$ cat src/rtl/div_seq_ctrl.sv
// Restoring unsigned divider sequencer: one quotient bit per granted cycle on a shared
// WIDTH-bit adder, with a start/done handshake toward the control unit.
module div_seq_ctrl #(
   parameter int WIDTH = 32
) (
   input  logic             in_clk,
   input  logic             in_rst_n,
   input  logic             in_start,
   input  logic [WIDTH-1:0] in_dividend,
   input  logic [WIDTH-1:0] in_divisor,
   output logic             out_busy,
   output logic             out_done,
   output logic [WIDTH-1:0] out_quotient,
   output logic [WIDTH-1:0] out_remainder,
   output logic             out_div_zero,
   output logic             out_add_req,
   input  logic             in_add_gnt,
   output logic [WIDTH-1:0] out_add_a,
   output logic [WIDTH-1:0] out_add_b,
   output logic             out_add_cin,
   input  logic [WIDTH-1:0] in_add_sum,
   input  logic             in_add_cout
);

   localparam int CW = $clog2(WIDTH) + 1;

   typedef enum logic [1:0] {
      ST_IDLE = 2'd0,
      ST_RUN  = 2'd1,
      ST_DONE = 2'd2
   } state_t;

   state_t           state_r;
   logic [WIDTH-1:0] a_r;
   logic [WIDTH-1:0] q_r;
   logic [WIDTH-1:0] m_r;
   logic [CW-1:0]    cnt_r;

   logic             shift_s;
   logic [WIDTH-1:0] a_shift_s;
   logic             ok_s;
   logic [WIDTH-1:0] a_next_s;
   logic [WIDTH-1:0] q_next_s;
   logic             last_s;

   // Trial subtract: the bit shifted out of A keeps As - M exact on a WIDTH-bit adder
   always_comb begin
      {shift_s, a_shift_s} = {a_r, q_r[WIDTH-1]};
      ok_s     = shift_s | in_add_cout;
      a_next_s = ok_s ? in_add_sum : a_shift_s;
      q_next_s = {q_r[WIDTH-2:0], ok_s};
      last_s   = (cnt_r == CW'(WIDTH - 1));
      if (state_r == ST_RUN) begin
         out_add_a   = a_shift_s;
         out_add_b   = ~m_r;
         out_add_cin = 1'b1;
      end else begin
         out_add_a   = {WIDTH{1'b0}};
         out_add_b   = {WIDTH{1'b0}};
         out_add_cin = 1'b0;
      end
   end

   // Sequencer state, datapath registers and registered handshake outputs
   always_ff @(posedge in_clk) begin
      if (!in_rst_n) begin
         state_r       <= ST_IDLE;
         a_r           <= {WIDTH{1'b0}};
         q_r           <= {WIDTH{1'b0}};
         m_r           <= {WIDTH{1'b0}};
         cnt_r         <= {CW{1'b0}};
         out_busy      <= 1'b0;
         out_done      <= 1'b0;
         out_quotient  <= {WIDTH{1'b0}};
         out_remainder <= {WIDTH{1'b0}};
         out_div_zero  <= 1'b0;
         out_add_req   <= 1'b0;
      end else begin
         case (state_r)
            ST_IDLE: begin
               out_done <= 1'b0;
               if (in_start) begin
                  a_r           <= {WIDTH{1'b0}};
                  q_r           <= in_dividend;
                  m_r           <= in_divisor;
                  cnt_r         <= {CW{1'b0}};
                  out_div_zero  <= (in_divisor == {WIDTH{1'b0}});
                  out_quotient  <= {WIDTH{1'b0}};
                  out_remainder <= {WIDTH{1'b0}};
                  out_busy      <= 1'b1;
                  out_add_req   <= 1'b1;
                  state_r       <= ST_RUN;
               end
            end
            ST_RUN: begin
               // Without a grant everything holds and the request stays up
               if (in_add_gnt) begin
                  a_r   <= a_next_s;
                  q_r   <= q_next_s;
                  cnt_r <= cnt_r + {{(CW-1){1'b0}}, 1'b1};
                  if (last_s) begin
                     out_quotient  <= q_next_s;
                     out_remainder <= a_next_s;
                     out_add_req   <= 1'b0;
                     out_done      <= 1'b1;
                     state_r       <= ST_DONE;
                  end
               end
            end
            ST_DONE: begin
               out_done <= 1'b0;
               out_busy <= 1'b0;
               state_r  <= ST_IDLE;
            end
            default: begin
               out_done    <= 1'b0;
               out_busy    <= 1'b0;
               out_add_req <= 1'b0;
               state_r     <= ST_IDLE;
            end
         endcase
      end
   end

endmodule

$ cat config.mk
export PLATFORM = sky130hd
export DESIGN_NAME = div_seq_ctrl
export DESIGN_NICKNAME = d
export VERILOG_FILES = /design/src/rtl/div_seq_ctrl.sv
export SDC_FILE = /design/constraint.sdc
export NUM_CORES = 1
export LEC_CHECK = 0
export ABC_AREA = 1
export CAP_MARGIN = 30
export CORE_ASPECT_RATIO = 1.1
export CORE_MARGIN = 2
export CORE_UTILIZATION = 42
export CTS_CLUSTER_DIAMETER = 100
export DETAILED_ROUTE_END_ITERATION = 7
export PLACE_DENSITY = 0.76
export SLEW_MARGIN = 20
export SYNTH_ARGS = -nofsm -noshare
export SYNTH_HDL_FRONTEND = slang
export SYNTH_SLANG_ARGS = --single-unit
$ cat constraint.sdc
create_clock -name in_clk -period 1.6 [get_ports in_clk]
set_clock_uncertainty 0.05 [all_clocks]
set_input_delay 0.4 -clock in_clk [delete_from_list [all_inputs] [get_ports in_clk]]
set_output_delay 0.4 -clock in_clk [all_outputs]
set_load 0.05 [all_outputs]
### After elaboration in Yosys (flattened, before gate mapping)

Index checks and enable logic that the tools add are counted.

* flip-flop bits (word level): 172
* bits in latches: 0
* memory bits (writable): 0
* bits in read-only memories: 0
* memories: 0

* add/sub/neg operators: 1
* multiply operators: 0
* divide/modulo/power cells: 0
* order comparisons: 0
* equal/unequal tests: 6
* shift operators: 0
* mux-type cells: 28
* bitwise gates (word level): 4
* reduce and logical (&&, ||, !) cells: 11

Operators by type and width (count)
* $mux W32: 11
* $pmux W32 S2: 4
* $logic_not A32 Y1: 1
* $not A32 Y32: 1
* $mux W6: 2
* $pmux W6 S2: 1
* $reduce_and A2 Y1: 4
* $reduce_and A4 Y1: 2
* $add A6 B1 Y6 const B: 1
* $eq A6 B5 Y1 const B: 1
* $mux W2: 3
* $ne A2 B2 Y1 const B: 3
* $reduce_and A3 Y1: 2
* $mux W1: 4
* $pmux W2 S2: 1
* $pmux W1 S3: 1
* $eq A2 B1 Y1 const B: 1
* $eq A2 B2 Y1 const B: 1
* $logic_not A2 Y1: 1
* $not A1 Y1: 2
* $pmux W1 S2: 1
* $reduce_bool A2 Y1: 1
* $or A1 B1 Y1: 1

### Logic depth before layout (Yosys ltp)

Gate-level depths: netlist (run 1).

* depth after elaboration: 5
* gate-level depth with buffers: 10
* mapped depth without buffers: 9

### Worst setup path before layout (run 1)

No wires, ideal clock.

* path kind: register to output
* from: reg state_r[1]
* to: out out_add_a[28]
* arrival time: 1.679 ns
* slack: -0.529 ns
* stages on the path, launching flop included: 7
* buffers on the path: 3
* cell sequence: dfxtp_1 -> inv_1 -> nand2_1 -> buf_4 -> buf_2 -> buf_2 -> nor2_1

* word-level cells in the longest chain between the ends: 2

Ends and longest elaborated chain
* start, declared: line 33 `state_t state_r;`
* start signal, assigned: line 67 `state_r <= ST_IDLE;`
* start signal, assigned: line 92 `state_r <= ST_RUN;`
* start signal, assigned: line 106 `state_r <= ST_DONE;`
* $eq A2 B1 Y1: line 53 `if (state_r == ST_RUN) begin`
* $mux W32: line 53
* end, declared: line 18 `output logic [WIDTH-1:0] out_add_a,`

Every way passes these cells.

### Final worst setup path (run 1)

* from: reg state_r[1]
* to: reg cnt_r[5]

* word-level cells in the longest chain between the ends: 3
* elaborated cells on any way between the ends: 7
* those cells by class: eq/ne: 3; mux: 1; reduce/logical: 3

Ends and longest elaborated chain
* $eq A2 B1 Y1 or $logic_not A2 Y1 (tied branches): line 79 `case (state_r)`
* $ne A2 B2 Y1 (no line) or $reduce_bool A2 Y1 (tied branches)
* $reduce_and A3 Y1 (no line)
* end signal, assigned: line 71 `cnt_r <= {CW{1'b0}};`
* end signal, assigned: line 86 `cnt_r <= {CW{1'b0}};`
* end signal, assigned: line 100 `cnt_r <= cnt_r + {{(CW-1){1'b0}}, 1'b1};`
* end, declared: line 37 `logic [CW-1:0] cnt_r;`

Several ways; a longest one is shown, not always the timed one.
A chain may end at the register's enable or synchronous reset.

==> impl_metrics.env, run 1 <==
export IMPL_outcome="finished with violations"
export IMPL_violations="setup timing"
export IMPL_ir_drop_mv=0.808
export IMPL_finalSetupViolCount=237
export IMPL_wl_per_cell_um=22.8
export IMPL_fin_ws_ns=-0.440
export IMPL_p_int_uw=9510
export IMPL_coreArea_um2=17700
export IMPL_synth_edf_count=0
export IMPL_final_util=0.886
export IMPL_ioPinCount=234
export IMPL_grt_max_degree=62
export IMPL_htreeDepth=4
export IMPL_synth_most_common_cell="nand2_1"
export IMPL_detail_route_vias_per_cell=5.88
export IMPL_period_needed_ns=2.04
export IMPL_yosysSeqAreaShare=0.451
export IMPL_first_iter_violations=894
export IMPL_swShare=0.363
export IMPL_p_leak_uw=0.00634
export IMPL_gp_congestion=0.817
export IMPL_max_freq_ghz=0.490
export IMPL_clk_latency_ns=0.45
export IMPL_holdCritPathClass="in2reg"
export IMPL_cp_data_required_time_ns=1.90
export IMPL_comb_power_share=0.389
export IMPL_synth_area_um2=7640
export IMPL_slew_headroom=0.708
export IMPL_yosysWarnings=0
export IMPL_vias=9996
export IMPL_yosysTopAreaCellShare=0.451
export IMPL_synth_cells=1128
export IMPL_syn_to_final_growth_pct=106
export IMPL_rsz0062_at_grt="true"
export IMPL_final_layout_size_suffix_gt1_frac=0.407
export IMPL_ys_ff_latch=172
export IMPL_synth_top_cell_by_area="dfxtp_1"
export IMPL_powerDensity_nw_per_um2=950
export IMPL_dieArea_um2=19300
export IMPL_crit_fanout=7
export IMPL_p_switching_uw=5410
export IMPL_overflow=0
export IMPL_cp_data_arrival_time_ns=2.34
export IMPL_port_buffers=233
export IMPL_initial_utilization=0.431
export IMPL_power_frac_clock=0.280
export IMPL_drtPass1Iterations=5
export IMPL_fin_crit_sh=1.27
export IMPL_cp_num_buf_inv=5
export IMPL_clk_pin_slew_worst_paths_ns=0.07
export IMPL_fin_nets=1551
export IMPL_setup_tns_final_ns=-65.87
export IMPL_rows=51
export IMPL_grtUsageTotal=0.311
export IMPL_synthTopCellsByArea="dfxtp_1 (45%), nand2_1 (14%), nor2_1 (9.2%), nand3_1 (8.1%), a21oi_1 (6.0%)"
export IMPL_seq_power_share=0.331
export IMPL_cts_tree="yes"
export IMPL_numCtsBuffers=17
export IMPL_critical_path_max_stage_delay_ns=0.35
export IMPL_syn_avg_cell_area_um2=6.77
export IMPL_hpwl_mm=17.4
export IMPL_syn_nets=1230
export IMPL_path_class="reg2reg"
export IMPL_slew_viol_final=0
export IMPL_grt_pass1_wl_mm=47.6
export IMPL_cap_violations=0
export IMPL_ys_async_sr_fraction=0
export IMPL_cp_top_family="simple AND/OR/NAND/NOR gates"
export IMPL_cts_path_max_buffers=2
export IMPL_crit_chain="buf_4 -> buf_6 -> buf_6 -> nor2_4 -> nand2_4 -> buf_12 -> nand2_8 -> buf_6 -> nand3b_1 -> nand2_1 -> nand2_1 -> nor2_1"
export IMPL_startpoint_type="register"
export IMPL_die_h_um=145
export IMPL_ant_nets=0
export IMPL_cts_root_buf="clkbuf_16"
export IMPL_end_kind="register"
export IMPL_cp_common_cell="buf_6"
export IMPL_routed_wl_mm=38.7
export IMPL_critPathSlowestCell="dfxtp_4"
export IMPL_synthTopCellsByCount="nand2_1 (289), nor2_1 (188), dfxtp_1 (172), nand3_1 (123), a21oi_1 (92)"
export IMPL_antenna_found_initial=0
export IMPL_grt_pass1_vias=8998
export IMPL_antenna_cells=0
export IMPL_drc=0
export IMPL_finalHoldViolCount=0
export IMPL_tightest_slew_ns=0.435
export IMPL_die_w_um=133
export IMPL_netlist_cell_type_count=27
export IMPL_cts_sinks=172
export IMPL_synthFlopType="dfxtp_1"
-- placed cells by master, fill, tap and decap left out, types with 27 or more instances in the layout --
master	instances
dfxtp_1	170
nand3_1	55
nor2_1	107
buf_6	27
nand2_1	243
clkbuf_16	32
o21ai_1	29
buf_12	169
nand2_2	32
nand3_2	58
a21oi_2	34
buf_4	46
inv_1	70
clkdlybuf4s50_1	98
a21oi_1	51
nor2_4	75
-- kinds of logic (layout without fill, tap and decap cells) --
logic type	Yosys count	after routing	share of synthesized area
AO/OA/AOI/OAI	184	184	0.130
flip-flops	172	172	0.451
adder cells (fa/ha/maj)	1	1	0.00164
XOR/XNOR	1	1	0.00115
buffers and inverters	160	493	0.0917
AND/OR/NAND/NOR	610	611	0.325
-- power by group through the flow --
stage,Sequential [uW],Clock (uW),Combinational (uW)
after floorplan,5180,0,1880
after global placement,4950,0,3820
after detailed placement,4960,0,3860
after CTS,4880,4080,4620
after global routing,4960,4340,5970
final,4940,4180,5800
-- tightest hold or removal path, cell delays in order --
cell and delay [ns]:
buf_4 0.14, inv_2 0.08, nor2_2 0.05, o21a_1 0.09
-- final timing paths --
check,slack [ns],endpoint,cells past startpoint,start
worst min-delay path,0.32,out_done,4,in_rst_n
worst max register to register,-0.44,cnt_r[5],12,state_r[1]
worst min register to register,0.42,out_quotient[26],2,q_r[25]
worst max-delay path,-0.44,cnt_r[5],12,state_r[1]
-- final cells by class --
class,instances,area (um^2)
timing repair buffer,384,6020
multi-input combinational,797,5050
sequential,172,3450
fill,786,2030
clock buffer,18,439
inverter,77,317
tap,238,298
clock inverter,14,136
-- through the flow --
stage | hold WS, ns | setup slack [ns] | instances | area [um^2] | power, uW
6_report | 0.322 | -0.440 | 1700 | 15700 | 14900
5_1_grt | 0.333 | -0.490 | 1700 | 15700 | 15300
4_1_cts | 0.313 | -0.372 | 1651 | 14000 | 13600
3_5_place_dp | 0.411 | -0.407 | 1567 | 12200 | 8820
3_3_place_gp | 0.400 | -0.361 | 1567 | 12200 | 8760
2_1_floorplan | 0.393 | -0.0431 | 1128 | 8140 | 7060
-- sequential cells by signal, summed over array words and instances (netlist names) --
register       flops
out_busy           1
out_remainder     32
m_r               32
state_r            2
out_done           1
cnt_r              6
out_add_req        1
out_div_zero       1
out_quotient      32
a_r               32
q_r               32
-- what timing repair did --
| action | CTS | global route |
|---|---|---|
| pin swaps | 23 | 82 |
| cloned | 19 | 20 |
| hold buffers | 0 | 0 |
| endpoints found under the hold margin | 0 | 0 |
| setup endpoints to repair | 94 | 235 |
| setup buffers | 37 | 36 |
| gates resized for setup | 98 | 316 |
-- layer usage --
layer	GRT usage	part of all wire	up-vias
li1	-	-	4269
met1	0.342	0.33	4756
met2	0.539	0.49	721
met3	0.0836	0.097	250
met4	0.175	0.075	0
met5	0	0	-
No activity file was read; power rests on OpenSTA's default activity.
==> run 2, diff against run 1 <==
ABC_CLOCK_PERIOD_IN_PS = 1600   (was unset)
==> results of run 2 <==
The final DEF is identical to that of run 1; final timing and power are the same.
